$ cat src/rtl/switches_to_leds.sv
// -----------------------------------------------------------------------------
// switches_to_leds
//
// Board glue: four slide switches / buttons drive four LEDs one-to-one
// (switch N -> LED N). Every channel is independent and identical:
//
//   raw pin -> 2-flop synchroniser -> debouncer (stable flop + counter) -> LED
//
// A new synchronised level is accepted only after it has differed from the
// current stable level for DEBOUNCE_LIMIT consecutive clock cycles. Any return
// to the stable level before that restarts the count, so bounces and short
// glitches never reach the LED.
//
// Optional build macro: SWITCHES_TO_LEDS_TOGGLE_EN
//   undefined : LED N follows the debounced level of switch N
//               (latency DEBOUNCE_LIMIT+2 edges from first sync1 sample).
//   defined   : LED N is a separate flop that inverts one edge after the
//               debounced level goes 0->1 (latency DEBOUNCE_LIMIT+3 edges);
//               debounced 1->0 transitions leave the LED untouched.
//
// Parameters:
//   DEBOUNCE_LIMIT : accept threshold in clock cycles, >= 1
//                    (default 250000 = 10 ms at 25 MHz)
//
// Ports:
//   i_clk              fabric clock, all logic on the rising edge
//   i_rst              asynchronous active-high reset, clears every flop
//   i_switch_1..4      raw switch levels, asynchronous to i_clk
//   o_led_1..4         LED drive, 1 = lit, straight from a flop
//
// Reset release is expected to be synchronised to i_clk by the integrator.
// -----------------------------------------------------------------------------
`default_nettype none

module switches_to_leds #(
  parameter int DEBOUNCE_LIMIT = 250000
) (
  input  logic i_clk,
  input  logic i_rst,
  input  logic i_switch_1,
  input  logic i_switch_2,
  input  logic i_switch_3,
  input  logic i_switch_4,
  output logic o_led_1,
  output logic o_led_2,
  output logic o_led_3,
  output logic o_led_4
);

  localparam int NUM_CH = 4;
  localparam int CNT_W  = $clog2(DEBOUNCE_LIMIT + 1);
  // Terminal count: the cycle on which the counter would reach the limit is
  // the acceptance cycle itself, so compare against LIMIT-1.
  localparam logic [CNT_W-1:0] CNT_LAST = CNT_W'(DEBOUNCE_LIMIT - 1);

  logic [NUM_CH-1:0] sw_raw;
  logic [NUM_CH-1:0] sync1_q;
  logic [NUM_CH-1:0] sync1_d;
  logic [NUM_CH-1:0] sync2_q;
  logic [NUM_CH-1:0] sync2_d;
  logic [NUM_CH-1:0] stable_q;
  logic [NUM_CH-1:0] stable_d;
  logic [CNT_W-1:0]  cnt_q [NUM_CH];
  logic [CNT_W-1:0]  cnt_d [NUM_CH];
  logic [NUM_CH-1:0] led_out;

  assign sw_raw = {i_switch_4, i_switch_3, i_switch_2, i_switch_1};

  // ---------------------------------------------------------------------------
  // Synchroniser and debouncer next-state
  // ---------------------------------------------------------------------------
  always_comb begin
    sync1_d  = sw_raw;
    sync2_d  = sync1_q;
    stable_d = stable_q;
    for (int ch = 0; ch < NUM_CH; ch++) begin
      cnt_d[ch] = cnt_q[ch];
      if (sync2_q[ch] == stable_q[ch]) begin
        // Level agrees with the accepted one: any partial count was a glitch.
        cnt_d[ch] = '0;
      end else if (cnt_q[ch] == CNT_LAST) begin
        stable_d[ch] = sync2_q[ch];
        cnt_d[ch]    = '0;
      end else begin
        cnt_d[ch] = cnt_q[ch] + 1'b1;
      end
    end
  end

  always_ff @(posedge i_clk or posedge i_rst) begin
    if (i_rst) begin
      sync1_q  <= '0;
      sync2_q  <= '0;
      stable_q <= '0;
      for (int ch = 0; ch < NUM_CH; ch++) begin
        cnt_q[ch] <= '0;
      end
    end else begin
      sync1_q  <= sync1_d;
      sync2_q  <= sync2_d;
      stable_q <= stable_d;
      for (int ch = 0; ch < NUM_CH; ch++) begin
        cnt_q[ch] <= cnt_d[ch];
      end
    end
  end

  // ---------------------------------------------------------------------------
  // LED output stage
  // ---------------------------------------------------------------------------
`ifdef SWITCHES_TO_LEDS_TOGGLE_EN
  logic [NUM_CH-1:0] stable_prev_q;
  logic [NUM_CH-1:0] stable_prev_d;
  logic [NUM_CH-1:0] led_q;
  logic [NUM_CH-1:0] led_d;

  // stable_prev_q lags stable_q by one edge, so (stable & ~prev) is high for
  // exactly the cycle after a 0->1 acceptance; the LED flips on that edge.
  always_comb begin
    stable_prev_d = stable_q;
    led_d         = led_q ^ (stable_q & ~stable_prev_q);
  end

  always_ff @(posedge i_clk or posedge i_rst) begin
    if (i_rst) begin
      stable_prev_q <= '0;
      led_q         <= '0;
    end else begin
      stable_prev_q <= stable_prev_d;
      led_q         <= led_d;
    end
  end

  assign led_out = led_q;
`else
  // Level mode: the stable flop is itself the registered LED driver.
  assign led_out = stable_q;
`endif

  assign o_led_1 = led_out[0];
  assign o_led_2 = led_out[1];
  assign o_led_3 = led_out[2];
  assign o_led_4 = led_out[3];

endmodule

`default_nettype wire

$ cat config.mk
export PLATFORM = sky130hd
export DESIGN_NAME = switches_to_leds
export DESIGN_NICKNAME = d
export VERILOG_FILES = /design/src/rtl/switches_to_leds.sv
export SDC_FILE = /design/constraint.sdc
export NUM_CORES = 1
export LEC_CHECK = 0
export CAP_MARGIN = 20
export CORE_MARGIN = 2
export CORE_UTILIZATION = 40
export DETAILED_ROUTE_END_ITERATION = 8
export GPL_TIMING_DRIVEN = 1
export PLACE_DENSITY_LB_ADDON = 0.2
export SLEW_MARGIN = 5
export SYNTH_ARGS = -nofsm -noshare
export SYNTH_HDL_FRONTEND = slang
export SYNTH_SLANG_ARGS = --single-unit
$ cat constraint.sdc
create_clock -name i_clk -period 2.5 [get_ports i_clk]
set_input_delay 0.375 -clock i_clk [delete_from_list [all_inputs] [get_ports i_clk]]
set_output_delay 0.375 -clock i_clk [all_outputs]
set_load 0.01 [all_outputs]
==> results.md <==
* Switching share of total power at 24.2%
* Highest Clock Rate at 461 MHz
* LEAKAGE at 1.81 nW
* Number of DRC markers in iteration 0 at 115
* Most common cell after layout, fill and taps aside: dfrtp_1
* Clk pwr share at 40.6%
* Dpl cells at 539
* Die area at 10900 sq um
* Final HPWL from detailed placement at 4.83 mm
* Sink Count at 84
* Hold Crit Start: sync1_q[0]
* Core ar. at 9770 sq um
* Syn Inst Count at 395
* Syn Std Cell Area at 4030 sq um
* Async S/R FF share, synth at 100%
* Worst Tran Pin Value at 0.679 ns
* Worst setup SP type: register
* CP Data Required Time at 2.73 ns
* Setup crit end kind: register
* RSZ-0062 raised after global routing: false
* Logic gate share of total power at 4.0%
* Final hold slack at 0.355 ns
* Pins Over Slew Limit at 0
* Worst slack, placed at 0.340 ns
* HP Class: reg -> reg
* TritonCTS buffer count at 9
* Vias per cell at 5.15
* Switching power total at 0.611 mW
* Final clock skew at 0.0111 ns
* Flop pwr share at 55.4%
* Worst IR Drop VDD at 0.261 mV
* GRT Overall Usage at 14.6%
* Num rows at 36
* Final setup fails at 0
* EDFF count, synth at 0
* Die width at 104 um
* Flop2flop setup slack at 0.33 ns
* Worst Setup Slack, final at 0.331 ns
* Initial antenna violation count at 0
* Crit path DAT at 2.39 ns
* CP peak stage delay at 0.55 ns
* Longest Clk Path Bufs at 2
* # nets final at 427
* GP Congestion at 0.821
* CTS root buf: clkbuf_8
* Share of the synthesized area in the top cell type at 52.1%
* Result of the run: finished clean
* Slew headroom at 54.6%
* Seq/Total Area, Yosys at 52.1%
* Worst Setup SP: cnt_q[40]
* Initial Util at 41.3%
* Total grt overflow at 0
* Final hold violations at 0
* Yosys cell types at 38
* Post-CTS repair timing setup buffer count at 0
* Max H-tree Level at 3
* DRC Markers at 0
* CTS tree: built
* Crit path buffers/inverters at 0
* N_diodes at 0
* Drt pass-1 iters at 5
* Commonest non-fill, non-tap cells in the layout: dfrtp_1, nor2_1, xnor2_1
* Syn_area_per_cell at 10.2 sq um
* Final Non-Filler Cells at 555
* Top delay family on crit path: simple AND/OR/NAND/NOR gates
* Reg2Reg Launch Point: cnt_q[40]
* PortBufs at 9
* Worst path slowest cell: or4_4
* Crit-path cells: or4b_1 > or4_4 > o21ai_4 > nor2_1
* WL/cell at 13.0 um
* Clk slew on worst S/H paths at 0.09 ns
* # Max-Cap Violations at 0
* Tmin final at 2.17 ns
* Clk_lat worst skew at 0.36 ns
* Hold Buf Count CTS at 0
* Number of fillers in the final layout at 933
* Layout cells sized above 1 at 9.72%
* ANT nets after route at 0
* Post-CTS Resized at 0
* Vias at 2856
* Worst Path Max Fanout at 18
* PD cells at 555 nW/um^2
* Die Y at 104 um
* Vias in the first global route at 2902
* Post-synthesis net count at 405
* Internal power at 1.91 mW
* Number of synthesized register bits at 84
* Pin count of the biggest net entering global routing at 34
* # IOs at 10
* Tcrit/Tclk final at 86.8%
* First-pass GRT wire length at 13.3 mm
* Synth Flop Type: dfrtp_1
* Area growth syn-to-layout at 12.7%
* Final WL at 7.22 mm
* CP Class: reg -> reg
* Final setup TNS at 0 ns
* Leading area contributor after synthesis: dfrtp_1
* Top cells by area, synth: dfrtp_1, xnor2_1, nor2_1
* Synth Warn # at 0
power groups by stage:
| stage | clock network (mW) | logic [mW] | registers (mW) |
|---|---|---|---|
| floorplan | 0 | 0.0701 | 1.42 |
| global placement | 0 | 0.104 | 1.42 |
| detailed placement | 0 | 0.105 | 1.43 |
| CTS | 1.05 | 0.105 | 1.40 |
| global route | 1.10 | 0.120 | 1.40 |
| finish | 1.03 | 0.101 | 1.40 |
area by class of cell:
class | count | area, sq um | area share (%)
Timing Repair Buffer | 19 | 178 | 3.91
Sequential cell | 84 | 2100 | 46.2
Inverter | 13 | 52.6 | 1.16
Clock buffer | 10 | 138 | 3.03
Clock inverter | 6 | 72.6 | 1.60
Multi-Input combinational cell | 290 | 1840 | 40.4
Tap cell | 133 | 166 | 3.66
stage by stage:
step	power, mW	instance area (sq um)	utilization, %
after floorplan	1.49	4040	-
after global placement	1.53	4340	44.4
after detailed placement	1.53	4340	44.4
after CTS	2.56	4550	46.5
after global routing	2.62	4550	46.5
final	2.52	4550	46.5
cell families (layout without fill, tap and decap cells):
family	Yosys count	count (layout)	share of synthesized area, %
and+or+nand+nor	199	199	25.6
DFF	84	84	52.1
xor gates and xnor gates	57	57	12.4
AOI/OAI and AO/OA	26	26	5.27
buffers and inverters	21	48	2.30
adders and majority gates	4	4	1.24
muxes	4	4	1.12
synth_stat cells (4+ instances only):
library cell	instances
nor3_1	9
or4_1	4
nand2_1	17
clkbuf_1	4
nand4_1	22
inv_1	13
xor2_1	22
and4_1	7
nand3_1	27
mux2_2	4
or3_1	6
xnor2_1	35
dfrtp_1	84
ha_1	4
a21oi_1	11
o21ai_0	6
nor2_1	71
nor4_1	15
metal layers:
| metal | GRT usage [%] | up-vias | wire (um) |
|---|---|---|---|
| li1 | - | 1427 | - |
| met1 | 20.0 | 1389 | 3580 |
| met2 | 23.3 | 30 | 3350 |
| met3 | 2.69 | 10 | 172 |
| met4 | 5.21 | 0 | 119 |
| met5 | 0 | - | 0 |
registers in the layout, summed over array words and instances (netlist names):
signal   cells
cnt_q       72
led_out      4
sync1_q      4
sync2_q      4
worst paths after layout:
| kind | cells past startpoint | end |
|---|---|---|
| min in group asynchronous | 2 | cnt_q[3] |
| worst max register to register | 4 | cnt_q[49] |
| max in group asynchronous | 3 | cnt_q[50] |
| worst max-delay path | 4 | cnt_q[49] |
| worst min register to register | 0 | sync2_q[0] |
| worst min-delay path | 0 | sync2_q[0] |
Note: power is estimated with default switching activity, not from simulation.
